`config.mk`:
```
export PLATFORM = sky130hd
export DESIGN_NAME = saa_write_seq
export DESIGN_NICKNAME = d
export VERILOG_FILES = /design/src/rtl/saa_write_seq_pkg.sv /design/src/rtl/saa_wr_fifo.sv /design/src/rtl/saa_write_seq.sv
export SDC_FILE = /design/constraint.sdc
export NUM_CORES = 1
export LEC_CHECK = 0
export CORE_AREA = 2 2 80 101
export CTS_CLUSTER_SIZE = 10
export DETAILED_ROUTE_END_ITERATION = 16
export DIE_AREA = 0 0 82 103
export GPL_TIMING_DRIVEN = 0
export PLACE_DENSITY = 0.59
export SLEW_MARGIN = 40
export SYNTH_ARGS = -nofsm -noshare
export SYNTH_HDL_FRONTEND = slang
export SYNTH_SLANG_ARGS = --single-unit
```
`constraint.sdc`:
```
create_clock -name fclk -period 2.5 [get_ports fclk]
set_clock_uncertainty 0.15 [all_clocks]
set_input_delay 0.25 -clock fclk [delete_from_list [all_inputs] [get_ports fclk]]
set_output_delay 0.25 -clock fclk [all_outputs]
set_load 0.1 [all_outputs]
```
`src/rtl/saa_write_seq_pkg.sv`:
```
// ----------------------------------------------------------------------------
// saa_write_seq_pkg : shared types and constants for the SAA1099 write sequencer
// Rev 1.0
// ----------------------------------------------------------------------------
`default_nettype none

package saa_write_seq_pkg;

   typedef enum logic [2:0] {
      ST_IDLE   = 3'd0,
      ST_SETUP  = 3'd1,
      ST_STROBE = 3'd2,
      ST_HOLD   = 3'd3,
      ST_GAP    = 3'd4
   } state_t;

   typedef struct packed {
      logic       a0;
      logic [7:0] data;
   } saa_wr_t;

   localparam logic [7:0] SAA_REG_CTRL = 8'h1C;
   localparam logic [7:0] SAA_CTRL_RST = 8'h02;
   localparam logic [7:0] SAA_CTRL_EN  = 8'h01;

   localparam int DEF_SETUP_CYC  = 2;
   localparam int DEF_STROBE_CYC = 8;
   localparam int DEF_HOLD_CYC   = 2;
   localparam int DEF_GAP_CYC    = 4;
   localparam int DEF_FIFO_AW    = 2;

   // Power-up write list: even steps select the control register, odd steps
   // write reset-generators then sound-enable.
   function automatic saa_wr_t saa_seq_entry(input logic [1:0] idx);
      saa_wr_t e;
      e.a0   = ~idx[0];
      e.data = idx[0] ? (idx[1] ? SAA_CTRL_EN : SAA_CTRL_RST) : SAA_REG_CTRL;
      return e;
   endfunction

endpackage

`default_nettype wire

```
`src/rtl/saa_wr_fifo.sv`:
```
// ----------------------------------------------------------------------------
// saa_wr_fifo : small synchronous FIFO with push/pop/flush and full/empty flags
// Rev 1.0
// ----------------------------------------------------------------------------
`default_nettype none

module saa_wr_fifo
   import saa_write_seq_pkg::*;
#(
   parameter int AW = DEF_FIFO_AW,
   parameter int W  = 9
) (
   input  logic         clk,
   input  logic         rst_n,
   input  logic         push,
   input  logic [W-1:0] push_data,
   input  logic         pop,
   input  logic         flush,
   output logic [W-1:0] pop_data,
   output logic         full,
   output logic         empty
);

   localparam int          DEPTH   = 1 << AW;
   localparam logic [AW:0] PTR_ONE = (AW+1)'(1);

   logic [AW:0]  wr_ptr_q, wr_ptr_d;
   logic [AW:0]  rd_ptr_q, rd_ptr_d;
   logic [W-1:0] mem_q [DEPTH];
   logic [W-1:0] mem_d [DEPTH];
   logic         push_ok;
   logic         pop_ok;

   assign empty    = (wr_ptr_q == rd_ptr_q);
   assign full     = (wr_ptr_q[AW] != rd_ptr_q[AW]) &&
                     (wr_ptr_q[AW-1:0] == rd_ptr_q[AW-1:0]);
   assign pop_data = mem_q[rd_ptr_q[AW-1:0]];
   assign pop_ok   = pop & ~empty;
   // A pop frees the head slot in the same cycle, so a push into a full FIFO
   // is still accepted; the head is read out before it is overwritten.
   assign push_ok  = push & (~full | pop_ok);

   always_comb begin
      wr_ptr_d = wr_ptr_q;
      rd_ptr_d = rd_ptr_q;
      mem_d    = mem_q;
      if (flush) begin
         wr_ptr_d = '0;
         rd_ptr_d = '0;
      end else begin
         if (push_ok) begin
            mem_d[wr_ptr_q[AW-1:0]] = push_data;
            wr_ptr_d = wr_ptr_q + PTR_ONE;
         end
         if (pop_ok) begin
            rd_ptr_d = rd_ptr_q + PTR_ONE;
         end
      end
   end

   always_ff @(posedge clk or negedge rst_n) begin
      if (!rst_n) begin
         wr_ptr_q <= '0;
         rd_ptr_q <= '0;
      end else begin
         wr_ptr_q <= wr_ptr_d;
         rd_ptr_q <= rd_ptr_d;
      end
   end

   always_ff @(posedge clk) begin
      mem_q <= mem_d;
   end

endmodule

`default_nettype wire

```
`src/rtl/saa_write_seq.sv`:
```
// ----------------------------------------------------------------------------
// saa_write_seq : SAA1099 bus write sequencer; macro SAA_RESET_SEQ_EN adds the
//                 automatic reset/enable writes on each enable rise.  Rev 1.0
// ----------------------------------------------------------------------------
`default_nettype none

module saa_write_seq
   import saa_write_seq_pkg::*;
#(
   parameter int SETUP_CYC  = DEF_SETUP_CYC,
   parameter int STROBE_CYC = DEF_STROBE_CYC,
   parameter int HOLD_CYC   = DEF_HOLD_CYC,
   parameter int GAP_CYC    = DEF_GAP_CYC,
   parameter int FIFO_AW    = DEF_FIFO_AW
) (
   input  logic       fclk,
   input  logic       rst_n,
   input  logic       wr_stb,
   input  logic       wr_a0,
   input  logic [7:0] wr_data,
   input  logic       saa_en_req,
   output logic       saa_enabled,
   output logic       fifo_full,
   output logic       busy,
   output logic [3:0] drop_cnt,
   output logic       saa_cs_n,
   output logic       saa_wr_n,
   output logic       saa_a0,
   output logic [7:0] saa_d,
   output logic       saa_d_oe
);

   localparam logic [3:0] SETUP_LAST  = 4'(SETUP_CYC - 1);
   localparam logic [3:0] STROBE_LAST = 4'(STROBE_CYC - 1);
   localparam logic [3:0] HOLD_LAST   = 4'(HOLD_CYC - 1);
   localparam logic [3:0] GAP_LAST    = 4'(GAP_CYC - 1);

   state_t     state_q, state_d;
   logic [3:0] cnt_q, cnt_d;
   logic       cs_n_q, cs_n_d;
   logic       wr_n_q, wr_n_d;
   logic       a0_q, a0_d;
   logic [7:0] d_q, d_d;
   logic       d_oe_q, d_oe_d;
   logic       en_q, en_d;
   logic [3:0] drop_cnt_q, drop_cnt_d;

   logic       fifo_push;
   logic       fifo_pop;
   logic       fifo_flush;
   logic       fifo_full_w;
   logic       fifo_empty;
   logic [8:0] fifo_head;
   logic       hold_exit;
   logic       seq_go;
   logic       seq_busy;
   saa_wr_t    seq_wr;

   saa_wr_fifo #(
      .AW (FIFO_AW),
      .W  (9)
   ) u_fifo (
      .clk       (fclk),
      .rst_n     (rst_n),
      .push      (fifo_push),
      .push_data ({wr_a0, wr_data}),
      .pop       (fifo_pop),
      .flush     (fifo_flush),
      .pop_data  (fifo_head),
      .full      (fifo_full_w),
      .empty     (fifo_empty)
   );

   always_comb begin
      state_d   = state_q;
      cnt_d     = cnt_q;
      cs_n_d    = cs_n_q;
      wr_n_d    = wr_n_q;
      a0_d      = a0_q;
      d_d       = d_q;
      d_oe_d    = d_oe_q;
      fifo_pop  = 1'b0;
      hold_exit = 1'b0;
      case (state_q)
         ST_IDLE: begin
            // Gating on the request too keeps a queued entry from starting
            // in the cycle the enable is withdrawn.
            if (en_q && saa_en_req && (seq_go || !fifo_empty)) begin
               if (seq_go) begin
                  a0_d = seq_wr.a0;
                  d_d  = seq_wr.data;
               end else begin
                  fifo_pop = 1'b1;
                  a0_d     = fifo_head[8];
                  d_d      = fifo_head[7:0];
               end
               cs_n_d  = 1'b0;
               d_oe_d  = 1'b1;
               cnt_d   = '0;
               state_d = ST_SETUP;
            end
         end
         ST_SETUP: begin
            if (cnt_q == SETUP_LAST) begin
               wr_n_d  = 1'b0;
               cnt_d   = '0;
               state_d = ST_STROBE;
            end else begin
               cnt_d = cnt_q + 4'd1;
            end
         end
         ST_STROBE: begin
            if (cnt_q == STROBE_LAST) begin
               wr_n_d  = 1'b1;
               cnt_d   = '0;
               state_d = ST_HOLD;
            end else begin
               cnt_d = cnt_q + 4'd1;
            end
         end
         ST_HOLD: begin
            if (cnt_q == HOLD_LAST) begin
               cs_n_d    = 1'b1;
               d_oe_d    = 1'b0;
               cnt_d     = '0;
               hold_exit = 1'b1;
               state_d   = (GAP_CYC == 0) ? ST_IDLE : ST_GAP;
            end else begin
               cnt_d = cnt_q + 4'd1;
            end
         end
         ST_GAP: begin
            if (cnt_q == GAP_LAST) begin
               cnt_d   = '0;
               state_d = ST_IDLE;
            end else begin
               cnt_d = cnt_q + 4'd1;
            end
         end
         default: begin
            state_d = ST_IDLE;
            cnt_d   = '0;
            cs_n_d  = 1'b1;
            wr_n_d  = 1'b1;
            d_oe_d  = 1'b0;
         end
      endcase
   end

   always_comb begin
      fifo_flush = ~saa_en_req;
      fifo_push  = wr_stb & saa_en_req & (~fifo_full_w | fifo_pop);
      drop_cnt_d = drop_cnt_q;
      if (wr_stb && saa_en_req && fifo_full_w && !fifo_pop && (drop_cnt_q != 4'hF)) begin
         drop_cnt_d = drop_cnt_q + 4'd1;
      end
      // The SAA clock may only stop once no write is between CS fall and hold end.
      en_d = en_q;
      if (saa_en_req) begin
         en_d = 1'b1;
      end else if ((state_q == ST_IDLE) || (state_q == ST_GAP) || hold_exit) begin
         en_d = 1'b0;
      end
   end

`ifdef SAA_RESET_SEQ_EN
   logic       seq_act_q, seq_act_d;
   logic [1:0] seq_idx_q, seq_idx_d;

   always_comb begin
      seq_act_d = seq_act_q;
      seq_idx_d = seq_idx_q;
      if (!en_q && en_d) begin
         seq_act_d = 1'b1;
         seq_idx_d = '0;
      end else if (seq_act_q && !saa_en_req &&
                   ((state_q == ST_IDLE) || (state_q == ST_GAP) || hold_exit)) begin
         seq_act_d = 1'b0;
         seq_idx_d = '0;
      end else if (seq_act_q && hold_exit) begin
         if (seq_idx_q == 2'd3) begin
            seq_act_d = 1'b0;
            seq_idx_d = '0;
         end else begin
            seq_idx_d = seq_idx_q + 2'd1;
         end
      end
   end

   always_ff @(posedge fclk or negedge rst_n) begin
      if (!rst_n) begin
         seq_act_q <= 1'b0;
         seq_idx_q <= '0;
      end else begin
         seq_act_q <= seq_act_d;
         seq_idx_q <= seq_idx_d;
      end
   end

   assign seq_go   = seq_act_q;
   assign seq_busy = seq_act_q;
   assign seq_wr   = saa_seq_entry(seq_idx_q);
`else
   assign seq_go   = 1'b0;
   assign seq_busy = 1'b0;
   assign seq_wr   = '0;
`endif

   always_ff @(posedge fclk or negedge rst_n) begin
      if (!rst_n) begin
         state_q    <= ST_IDLE;
         cnt_q      <= '0;
         cs_n_q     <= 1'b1;
         wr_n_q     <= 1'b1;
         a0_q       <= 1'b0;
         d_q        <= '0;
         d_oe_q     <= 1'b0;
         en_q       <= 1'b0;
         drop_cnt_q <= '0;
      end else begin
         state_q    <= state_d;
         cnt_q      <= cnt_d;
         cs_n_q     <= cs_n_d;
         wr_n_q     <= wr_n_d;
         a0_q       <= a0_d;
         d_q        <= d_d;
         d_oe_q     <= d_oe_d;
         en_q       <= en_d;
         drop_cnt_q <= drop_cnt_d;
      end
   end

   assign saa_enabled = en_q;
   assign fifo_full   = fifo_full_w;
   assign busy        = ~fifo_empty | (state_q != ST_IDLE) | seq_busy;
   assign drop_cnt    = drop_cnt_q;
   assign saa_cs_n    = cs_n_q;
   assign saa_wr_n    = wr_n_q;
   assign saa_a0      = a0_q;
   assign saa_d       = d_q;
   assign saa_d_oe    = d_oe_q;

endmodule

`default_nettype wire

```
Word-level counts from Yosys, hierarchy flattened --
Cells that the tools add are included.
Word-level totals: flip-flop bits (word level) 66, output and inout bits 19
Cells by class: add/subtract/negate cells 4, magnitude comparators 3, equality and inequality tests 18, mux-type cells 35, bitwise logic cells 13, reduce and logical (&&, ||, !) cells 23
Operators with widths (count):
- bitwise mux 36 bit | 1
- 2-to-1 mux 3 bit | 9
- 2-to-1 mux 9 bit | 3
- binary-select mux 9 bit (select 2 bit) | 1
- demux 9 bit (select 2 bit) | 1
- 2-to-1 mux 4 bit | 4
- one-hot mux 4 bit (4 select lines) | 1
- one-hot mux 3 bit (5 select lines) | 1
- 2-to-1 mux 1 bit | 11
- != test 2 bit, second input constant | 5
- one-hot mux 1 bit (3 select lines) | 3
- adder 4 x 1 -> 4 bit, second input constant | 2
- logical AND 1 bit | 8
- adder 3 x 1 -> 3 bit, second input constant | 2
- equality test 3 x 2 -> 1 bit, second input constant | 2
- greater-or-equal comparator 3 bit, second input constant | 2
- inverter 2 -> 3 bit | 2
- AND reduction 3 bit | 2
- OR reduction 3 bit | 2
- AND reduction 5 bit | 1
- AND 1 bit | 4
- equality test 4 x 1 -> 1 bit, second input constant | 1
- equality test 4 x 2 -> 1 bit, second input constant | 1
- equality test 4 x 3 -> 1 bit, second input constant | 1
- 17 further kinds | 26

Longest topological paths before layout --
Gate-level depths: netlist of the first run.
depth in word-level cells 10, mapped depth 5, gate-level depth less buffers 5

By module --
From an unflattened synthesis of the first run, not the netlist that was laid out.
Second synthesis, totals: cells, all modules 209, area, all modules 3016.6 um^2
By module, submodules not included:
- saa_wr_fifo | instances 1, cells an instance 99, area each 1830.5 um^2
- saa_write_seq | instances 1, cells an instance 110, area each 1186.1 um^2

Worst setup path after synthesis of the first run --
Ideal clock, no wire load.
path type register -> output, start point reg u_fifo.rd_ptr_q[2], end point out fifo_full, data arrival time 2.725 ns, required time 2.100 ns, setup slack -0.625 ns, cell stages (with the launch flop) 3, path through dfrtp_1 > xnor2_1 > nor3_1
Between the ends: word-level cells in the longest chain between the ends 2
RTL lines:
- start, declared | line saa_wr_fifo.sv:28 | logic [AW:0] rd_ptr_q, rd_ptr_d;
- start signal, assigned | line saa_wr_fifo.sv:67 | rd_ptr_q <= rd_ptr_d;
- != test 1 bit | line saa_wr_fifo.sv:35 | assign full = (wr_ptr_q[AW] != rd_ptr_q[AW]) &&
- logical AND 1 bit | line saa_wr_fifo.sv:35
- end, declared | line saa_write_seq.sv:23 | output logic fifo_full,
No other way between the ends.

Final worst setup path of the first run --
start point reg u_fifo.rd_ptr_q[2], end point out busy
Between the ends: word-level cells in the longest chain between the ends 3
RTL lines:
- equality test 3 bit | line saa_wr_fifo.sv:34 | assign empty = (wr_ptr_q == rd_ptr_q);
- inverter 1 bit | line saa_write_seq.sv:235 | assign busy = ~fifo_empty | (state_q != ST_IDLE) | seq_busy;
- OR 1 bit | line saa_write_seq.sv:235
- end, declared | line saa_write_seq.sv:24 | output logic busy,
No other way between the ends.

==> impl_metrics.csv, run 1 <==
group,metric,value,unit
outcome,status,"completed",
logic_synthesis,syn_area_per_cell,14.6,um^2
logic_synthesis,netlist_instances,200,
setup_path,crit_arrival,1.90,ns
detailed_routing,first_iter_violations,79,
timing,hold_violations,0,
timing,drv_slew,0,
global_routing,grt_max_degree,19,
detailed_routing,via_per_inst,5.05,
die,die_h,103,um
pwr,pwr-share-comb,41.5,%
setup_path,cp_max_fo,5,
logic_synthesis,synth_ff_type,"edfxtp_1",
die,start_util,38.7,%
pwr,leakagePower,0.00139,uW
global_routing,grt_pass1_vias,1743,
setup_path,critical_path.startpoint_type,"flip-flop",
placed_design,dpl_cell_area,0.00329,mm^2
logic_synthesis,yosys.area.top_type_share,36.9,%
timing,finalWorstSetupSlack,0.200,ns
setup_path,critPathTopFamily,"XOR/XNOR gates",
clock_tree,cts_buffer_depth,2,
clock_tree,cts_buffers,9,
global_routing,grt_pass1_wl,8650,um
final_layout,final-seq-area,0.00183,mm^2
detailed_routing,vias,1736,
logic_synthesis,synth_edf_count,36,
placed_design,finalWeightedCongestion,0.746,
logic_synthesis,synth_area_leader_cell,"edfxtp_1",
die,die_w,82,um
final_layout,multiInputGateArea,0.00104,mm^2
logic_synthesis,yosysUniqueCellTypes,43,
setup_path,reg2reg_depth,4,
setup_path,crit_start,"u_fifo.rd_ptr_q[2]",
logic_synthesis,syn_area,0.00293,mm^2
setup_path,cp-endpoint,"busy",
placed_design,post-place-ws,-0.110,ns
pwr,p_int,2490,uW
job,drv_cap,0,
detailed_routing,drtAntennaViolNets,0,
final_layout,n_antenna_cell,0,
logic_synthesis,syn_nets,221,
clock_tree,clk_transition_reported_paths,0.08,ns
placed_design,port_buffers,31,
final_layout,area_growth,21.1,%
setup_path,rr_endpoint,"u_fifo.mem_q[26]",
pwr,p_total,4350,uW
final_layout,layout-drive-gt1-share,28.9,%
clock_tree,cts-root-buf,"clkbuf_8",
final_layout,utilization,46.8,%
final_layout,final_common_cell,"edfxtp_1",
final_layout,num-nets-final,265,
setup_path,path_class,"flip-flop to output pin",
global_routing,grt_overflow_total,0,
die,core_area,0.00757,mm^2
clock_tree,cts_tree,"yes",
die,io_pins,32,
pwr,clkPwrFrac,24.8,%
die,dieArea,0.00845,mm^2
hold_path,min-delay-path-class,"input pin to async pin",
pwr,powerDensity,1230,mW/mm^2
final_layout,final_cell_mix,"edfxtp_1 (36), dfrtp_1 (28), buf_2 (23)",
timing,fmax,435,MHz
logic_synthesis,synth_seq_cells,66,
final_layout,fin_cells,344,
placed_design,hpwl,3680,um
logic_synthesis,synth-async-reset-ratio,45.5,%
placed_design,placed_cells,327,
setup_path,cp.depth,4,
logic_synthesis,yosys_warnings,0,
global_routing,grt_usage,14.0,%
setup_path,slowest_delay,0.50,ns
setup_path,cp_slowest_cell,"xnor2_1",
setup_path,path_cells,"xnor2_1, and3_1, nand2_1, buf_2",
clock_tree,htree_levels,3,
setup_path,end_kind,"output pin",
die,rows,36,
timing,setup_viol,0,
pwr,p_switching,1860,uW
detailed_routing,wl_per_cell,15.4,um
timing,rsz0062_at_grt,"false",
logic_synthesis,synth.area.top_cells,"edfxtp_1 (37%), dfrtp_1 (24%), mux4_2 (6.9%)",
pwr,sw_frac_of_total,42.7,%
clock_tree,clk-insertion-delay-late,0.34,ns
setup_path,cp.buffers_inverters,1,
final_layout,final.fill_count,695,
timing,layout_min_cycle_time,2.30,ns
global_routing,antenna_found_initial,0,
final_layout,design_area,0.00354,mm^2
pwr,p_seq_share,33.7,%
detailed_routing,drt_first_pass_iters,4,
clock_tree,clock_sinks,66,
pwr,ir_drop,0.000949,V
timing,slew_headroom,52.9,%
logic_synthesis,ys_seq_area_share,62.6,%
setup_path,rr_startpoint,"u_fifo.rd_ptr_q[2]",
setup_path,critPathRequiredTime,2.10,ns
timing,post-route-period-util,92.0,%
detailed_routing,finalWirelength,5300,um
setup_path,reg2reg_slack,0.24,ns
timing,tightestPinTransition,0.699,ns
detailed_routing,drcViolationCount,0,
## metrics by stage
stage,TNS (ns),hold WS (ns)
3_5_place_dp,-3.00,0.0314
4_1_cts,0,0.206
3_3_place_gp,-3.91,0.323
5_1_grt,0,0.222
6_report,0,0.196
2_1_floorplan,0,-0.196
## worst min-delay path by stage
stage	end
floorplan	cnt_q[0]
global placement	saa_cs_n
detailed placement	cnt_q[2]
CTS	cnt_q[2]
global route	cnt_q[2]
finish	cnt_q[3]
## sequential cells by signal (all words and copies together), names as in the netlist, 3 cells and up
| register | count |
|---|---|
| cnt_q | 4 |
| drop_cnt | 4 |
| saa_d | 8 |
| state_q | 3 |
| u_fifo.mem_q | 36 |
| u_fifo.rd_ptr_q | 3 |
| u_fifo.wr_ptr_q | 3 |
## worst reg2reg max path, delay by kind of cell (launching register included)
family / cells / cell delay, ns
AND/OR/NAND/NOR: 3 / 0.86
XOR/XNOR: 1 / 0.50
flip-flops: 1 / 0.43
## cells in the mapped netlist, types with 3 or more instances
cell and n:
nor3_1 6, buf_2 3, xnor2_1 10, ha_1 8, and3_1 3, and2_1 4
o21ai_0 5, edfxtp_1 36, dfrtp_1 28, mux4_2 9, nor2_1 8, inv_1 8
clkbuf_1 3, nand2_1 15, nand3_1 3, mux2_2 10, mux2i_1 4, a21oi_1 5
## what timing repair did
item / CTS / global route
hold buffers: 1 / 0
gates resized for setup: 0 / 4
setup endpoints to repair: 0 / 36
setup buffers: 0 / 0
endpoints found under the hold margin: 29 / 0
## cell families (layout without fill, tap and decap cells)
kind of cell	after synthesis	after routing	share of synthesized area [%]
and+or+nand+nor	47	47	8.16
AOI/OAI and AO/OA	28	28	7.39
muxes	23	23	12.1
buffers and inverters	15	64	2.31
adders and majority gates	9	9	3.76
DFF	66	66	62.6
xor gates and xnor gates	12	12	3.59
## power groups by stage
stage / logic, uW / registers, uW / clock network [uW]
after floorplan: 773 / 2200 / 0
after global placement: 1900 / 1490 / 0
after global routing: 1920 / 1490 / 1150
after detailed placement: 1820 / 1490 / 0
after CTS: 1820 / 1470 / 1100
final: 1800 / 1470 / 1080
## routing by layer
layer	global-route usage (%)	wire length, um	vias to the layer above
met5	0	0	-
met4	6.54	82	0
met3	2.45	167	6
met2	22.7	2670	27
met1	18.1	2370	865
li1	-	-	838
## layout make-up
type / count / area share [%]
buffer: 7 / 1.06
clock buffer: 9 / 3.49
clock inverter: 7 / 3.28
inverter: 8 / 0.847
multi-input combinational: 119 / 29.2
sequential: 66 / 51.7
tap: 95 / 3.35
timing repair buffer: 33 / 6.99
(Power assumes the default switching activity.)
==> run 2: changes to the inputs <==
--- a/config.mk
+++ b/config.mk
@@ -5,12 +5,14 @@
 export SDC_FILE = /design/constraint.sdc
 export NUM_CORES = 1
 export LEC_CHECK = 0
+export CELL_PAD_IN_SITES_DETAIL_PLACEMENT = 0
+export CELL_PAD_IN_SITES_GLOBAL_PLACEMENT = 2
 export CORE_AREA = 2 2 80 101
 export CTS_CLUSTER_SIZE = 10
 export DETAILED_ROUTE_END_ITERATION = 16
 export DIE_AREA = 0 0 82 103
 export GPL_TIMING_DRIVEN = 0
-export PLACE_DENSITY = 0.59
+export PLACE_DENSITY = 0.78
 export SLEW_MARGIN = 40
 export SYNTH_ARGS = -nofsm -noshare
 export SYNTH_HDL_FRONTEND = slang
==> run 2 against run 1 <==
Against the previous run: sequential share of layout area rose by 0.80 points; power fell by 6.2%; non-clock buffer count did not move; register-to-register slack got worse by 0.02 ns; first-iteration DRC count fell by 59%; via count fell by 0.75%; final cell count did not move; clock-buffer cell count rose by 1; largest cell class unchanged.
==> impl_metrics.csv, run 2 (same netlist as run 1, synthesis figures left out) <==
group,metric,value,unit
final_layout,layout-drive-gt1-share,28.9,%
final_layout,final_cell_mix,"edfxtp_1 (36), dfrtp_1 (28), buf_2 (23)",
pwr,leakagePower,0.00136,uW
detailed_routing,top_layer,"met4",
pwr,ir_drop,0.000749,V
timing,drv_slew,0,
setup_path,critPathRequiredTime,2.33,ns
die,die_w,82,um
timing,post-route-period-util,91.2,%
pwr,powerDensity,1170,mW/mm^2
die,dieArea,0.00845,mm^2
detailed_routing,met2_length,2640,um
clock_tree,clock_sinks,66,
global_routing,grt_pass1_wl,8700,um
setup_path,end_kind,"flip-flop",
detailed_routing,first_iter_violations,32,
clock_tree,clk-insertion-delay-late,0.34,ns
setup_path,critical_path.startpoint_type,"flip-flop",
timing,tightestPinTransition,0.656,ns
clock_tree,clk_transition_reported_paths,0.07,ns
clock_tree,cts_tree,"yes",
final_layout,regMostFlops,"u_fifo.mem_q",
detailed_routing,drt-met1-wl,2420,um
timing,finalWorstSetupSlack,0.220,ns
setup_path,path_class,"flip-flop to flip-flop",
die,core_area,0.00757,mm^2
clock_tree,cts_buffers,9,
die,io_pins,32,
outcome,status,"completed",
hold_path,min-delay-path-class,"input pin to async pin",
detailed_routing,wl_per_cell,15.6,um
job,drv_cap,0,
global_routing,grt_usage,14.5,%
detailed_routing,vias,1723,
timing,rsz0062_at_grt,"false",
setup_path,cp_max_fo,9,
placed_design,hpwl,3690,um
detailed_routing,routed-wl-met3,179,um
detailed_routing,via_per_inst,5.01,
placed_design,finalWeightedCongestion,0.775,
timing,slew_headroom,55.8,%
detailed_routing,drtAntennaViolNets,0,
placed_design,port_buffers,31,
clock_tree,cts-root-buf,"clkbuf_8",
timing,setup_viol,0,
timing,layout_min_cycle_time,2.28,ns
final_layout,utilization,46.1,%
global_routing,grt_pass1_vias,1746,
timing,fmax,439,MHz
setup_path,crit_arrival,2.11,ns
placed_design,post-place-ws,-0.181,ns
final_layout,n_antenna_cell,0,
final_layout,largest_reg_flops,36,
die,rows,36,
final_layout,num-nets-final,265,
die,die_h,103,um
detailed_routing,finalWirelength,5360,um
pwr,p_total,4080,uW
final_layout,area_growth,19.2,%
global_routing,grt_overflow_total,0,
final_layout,final.fill_count,707,
clock_tree,htree_levels,3,
final_layout,final_common_cell,"edfxtp_1",
detailed_routing,drcViolationCount,0,
global_routing,antenna_found_initial,0,
global_routing,grt_max_degree,21,
die,start_util,38.7,%
timing,hold_violations,0,
clock_tree,cts_buffer_depth,2,
detailed_routing,drt_first_pass_iters,4,
## run 2: path summary, 6_finish.rpt
check | start | to | slack [ns] | cells past startpoint
worst max register to register | u_fifo.wr_ptr_q[0] | u_fifo.mem_q[25] | 0.22 | 4
worst min-delay path | rst_n | cnt_q[2] | 0.18 | 2
min in group fclk | saa_cs_n | saa_cs_n | 0.34 | 2
max in group asynchronous | rst_n | saa_wr_n | 1.53 | 3
worst max-delay path | u_fifo.wr_ptr_q[0] | u_fifo.mem_q[25] | 0.22 | 4
worst min register to register | saa_cs_n | saa_cs_n | 0.34 | 2
## run 2: routing by layer
metal,track usage [%],vias to the layer above
li1,-,839
met1,18.1,841
met2,23.2,34
met3,3.24,9
met4,8.08,0
met5,0,-
## run 2: critical path: stages (launching register included)
cell and delay (ns):
dfrtp_1 0.47, xor2_1 0.38, nor4_2 0.12, nor2_1 0.29, and2_1 0.50
## run 2: area by class of cell
cell class / count / area, um^2 / area share (%)
Clock buffer: 10 / 138 / 3.94
Inverter: 8 / 30.0 / 0.860
Tap cell: 95 / 119 / 3.41
Multi-Input combinational cell: 119 / 1040 / 29.9
Timing Repair Buffer: 33 / 248 / 7.10
Sequential cell: 66 / 1830 / 52.5
Clock inverter: 6 / 42.5 / 1.22
Buffer: 7 / 37.5 / 1.08
## run 2: where the power goes
group / total, uW / switching (uW) / internal [uW]
combinational: 1810 / 1320 / 490
sequential: 1460 / 129 / 1340
clock: 804 / 418 / 386
## run 2: repair_timing
| item | 4_1_cts | 5_1_grt |
|---|---|---|
| hold endpoints to repair | 29 | 0 |
| buffers inserted | 0 | 0 |
| resized for setup | 0 | 4 |
| endpoints found under the setup margin | 0 | 36 |
| hold buffers | 1 | 0 |
## run 2: through the flow
stage               std cells  area (um^2)  hold WS, ns  TNS, ns
global route              344         3490        0.199        0
detailed placement        327         3290       0.0200    -5.67
floorplan                 200         2930       -0.196        0
finish                    344         3490        0.184        0
CTS                       344         3480        0.177        0
global placement          326         3360        0.328    -6.23
==> run 3: changes to the inputs <==
--- a/config.mk
+++ b/config.mk
@@ -7,10 +7,10 @@
 export LEC_CHECK = 0
 export CELL_PAD_IN_SITES_DETAIL_PLACEMENT = 0
 export CELL_PAD_IN_SITES_GLOBAL_PLACEMENT = 2
-export CORE_AREA = 2 2 80 101
+export CORE_AREA = 2 2 73 110
 export CTS_CLUSTER_SIZE = 10
 export DETAILED_ROUTE_END_ITERATION = 16
-export DIE_AREA = 0 0 82 103
+export DIE_AREA = 0 0 75 112
 export GPL_TIMING_DRIVEN = 0
 export PLACE_DENSITY = 0.78
 export SLEW_MARGIN = 40
==> constraint.sdc (replaced) <==
create_clock -name fclk -period 2.5 [get_ports fclk]
set_clock_uncertainty 0.15 [all_clocks]
set_input_delay 0.25 -clock fclk [delete_from_list [all_inputs] [get_ports fclk]]
set_output_delay 0.25 -clock fclk [all_outputs]
set_load 0.01 [all_outputs]
==> run 3 against run 2 <==
Against the previous run: clock power rose by 62%; largest power group is now registers; global-route usage rose by 0.54 points; critical path type is now flip-flop to output pin; clock-buffer cell count fell by 1.
==> impl_metrics.csv, run 3 (same netlist as run 1, synthesis figures left out) <==
group,metric,value,unit
outcome,status,"completed",
timing,drv_slew,0,
detailed_routing,drt_first_pass_iters,4,
setup_path,end_kind,"output pin",
global_routing,grt_overflow_total,0,
pwr,pwr-share-comb,29.4,%
global_routing,grt_pass1_vias,1804,
setup_path,critPathRequiredTime,2.10,ns
clock_tree,clk-insertion-delay-late,0.32,ns
final_layout,design_area,0.00371,mm^2
detailed_routing,first_iter_violations,87,
detailed_routing,wl_per_cell,15.8,um
detailed_routing,finalWirelength,5560,um
pwr,ir_drop,0.000561,V
pwr,p_switching,1140,uW
setup_path,crit_arrival,1.96,ns
setup_path,critical_path.startpoint_type,"flip-flop",
pwr,p_int,2790,uW
setup_path,critPathTopFamily,"buffers and inverters",
pwr,p_seq_share,37.4,%
final_layout,area_growth,26.9,%
final_layout,final_common_cell,"edfxtp_1",
final_layout,layout-drive-gt1-share,19.7,%
setup_path,slowest_delay,0.50,ns
clock_tree,post_cts_buffers,0,
timing,finalWorstSetupSlack,0.140,ns
die,start_util,39.2,%
die,dieArea,0.00840,mm^2
global_routing,grt_usage,15.0,%
final_layout,regMostFlops,"u_fifo.mem_q",
pwr,clkPwrFrac,33.1,%
final_layout,num-nets-final,265,
placed_design,hpwl,3850,um
setup_path,cp_slowest_cell,"clkdlybuf4s50_1",
timing,tns,0,ns
die,die_h,112,um
timing,slew_headroom,54.2,%
die,io_pins,32,
pwr,powerDensity,1060,mW/mm^2
detailed_routing,drcViolationCount,0,
final_layout,final_cell_mix,"edfxtp_1 (36), clkdlybuf4s50_1 (30), dfrtp_1 (28)",
final_layout,largest_reg_flops,36,
setup_path,path_cells,"xnor2_1, and3_1, nand2_1, clkdlybuf4s50_1",
placed_design,post-place-ws,-0.155,ns
setup_path,cp.buffers_inverters,1,
job,drv_cap,0,
clock_tree,cts_tree,"yes",
pwr,p_total,3930,uW
detailed_routing,via_per_inst,4.95,
die,die_w,75,um
pwr,sw_frac_of_total,28.9,%
global_routing,antenna_found_initial,0,
die,rows,39,
setup_path,path_class,"flip-flop to output pin",
clock_tree,cts-root-buf,"clkbuf_16",
detailed_routing,vias,1738,
global_routing,grt_pass1_wl,9100,um
clock_tree,clk_transition_reported_paths,0.06,ns
clock_tree,clock_sinks,66,
timing,post-route-period-util,94.4,%
detailed_routing,drtAntennaViolNets,0,
placed_design,port_buffers,31,
clock_tree,cts_buffers,9,
placed_design,finalWeightedCongestion,0.775,
setup_path,cp_max_fo,6,
timing,setup_viol,0,
final_layout,n_antenna_cell,0,
timing,fmax,424,MHz
clock_tree,htree_levels,3,
timing,tightestPinTransition,0.680,ns
die,core_area,0.00747,mm^2
global_routing,grt_max_degree,22,
placed_design,dpl_cell_area,0.00339,mm^2
timing,rsz0062_at_grt,"false",
final_layout,final.fill_count,665,
clock_tree,cts_buffer_depth,2,
final_layout,utilization,49.8,%
pwr,leakagePower,0.00141,uW
hold_path,min-delay-path-class,"input pin to async pin",
timing,layout_min_cycle_time,2.36,ns
timing,hold_violations,0,
==> run 3: final cells by class <==
cell class,count,area [um^2],share of cell area [%]
Clock inverter,7,83.8,2.26
Timing Repair Buffer,33,343,9.23
Sequential cell,66,1830,49.4
Inverter,8,30.0,0.808
Clock buffer,9,225,6.06
Tap cell,102,128,3.44
Buffer,7,37.5,1.01
Multi-Input combinational cell,119,1030,27.8
==> run 3: stage by stage <==
stage | instances | hold slack (ns)
floorplan | 200 | -0.196
global placement | 333 | 0.326
detailed placement | 334 | 0.00496
CTS | 351 | 0.191
global route | 351 | 0.221
finish | 351 | 0.188
==> run 3: layer usage <==
metal / vias to the layer above / share of wire [%] / global-route usage [%]
li1: 834 / - / -
met1: 868 / 40 / 17.5
met2: 27 / 56 / 25.3
met3: 9 / 1.8 / 3.62
met4: 0 / 2.3 / 7.14
met5: - / 0 / 0
==> run 3: path summary, 6_finish.rpt <==
path                                    start          endpoint  slack, ns  cells after the start
min in group fclk                    saa_cs_n          saa_cs_n       0.34                      2
max reg2reg                u_fifo.wr_ptr_q[0]  u_fifo.mem_q[13]       0.24                      4
max                        u_fifo.wr_ptr_q[0]              busy       0.14                      4
min reg2reg                          saa_cs_n          saa_cs_n       0.34                      2
max in group asynchronous               rst_n          saa_cs_n       1.54                      3
min                                     rst_n        state_q[2]       0.19                      2
==> run 3: power by group through the flow <==
stage | clock, uW | combinational, uW | sequential (uW)
after global routing | 1380 | 1270 | 1500
after CTS | 1330 | 1180 | 1480
after detailed placement | 0 | 1170 | 1490
final | 1300 | 1160 | 1470
after floorplan | 0 | 709 | 1510
after global placement | 0 | 1160 | 1490
==> run 3: what timing repair did <==
action	4_1_cts	5_1_grt
hold buffers	1	0
endpoints found under the setup margin	0	37
endpoints found under the hold margin	28	0
resized for setup	0	1
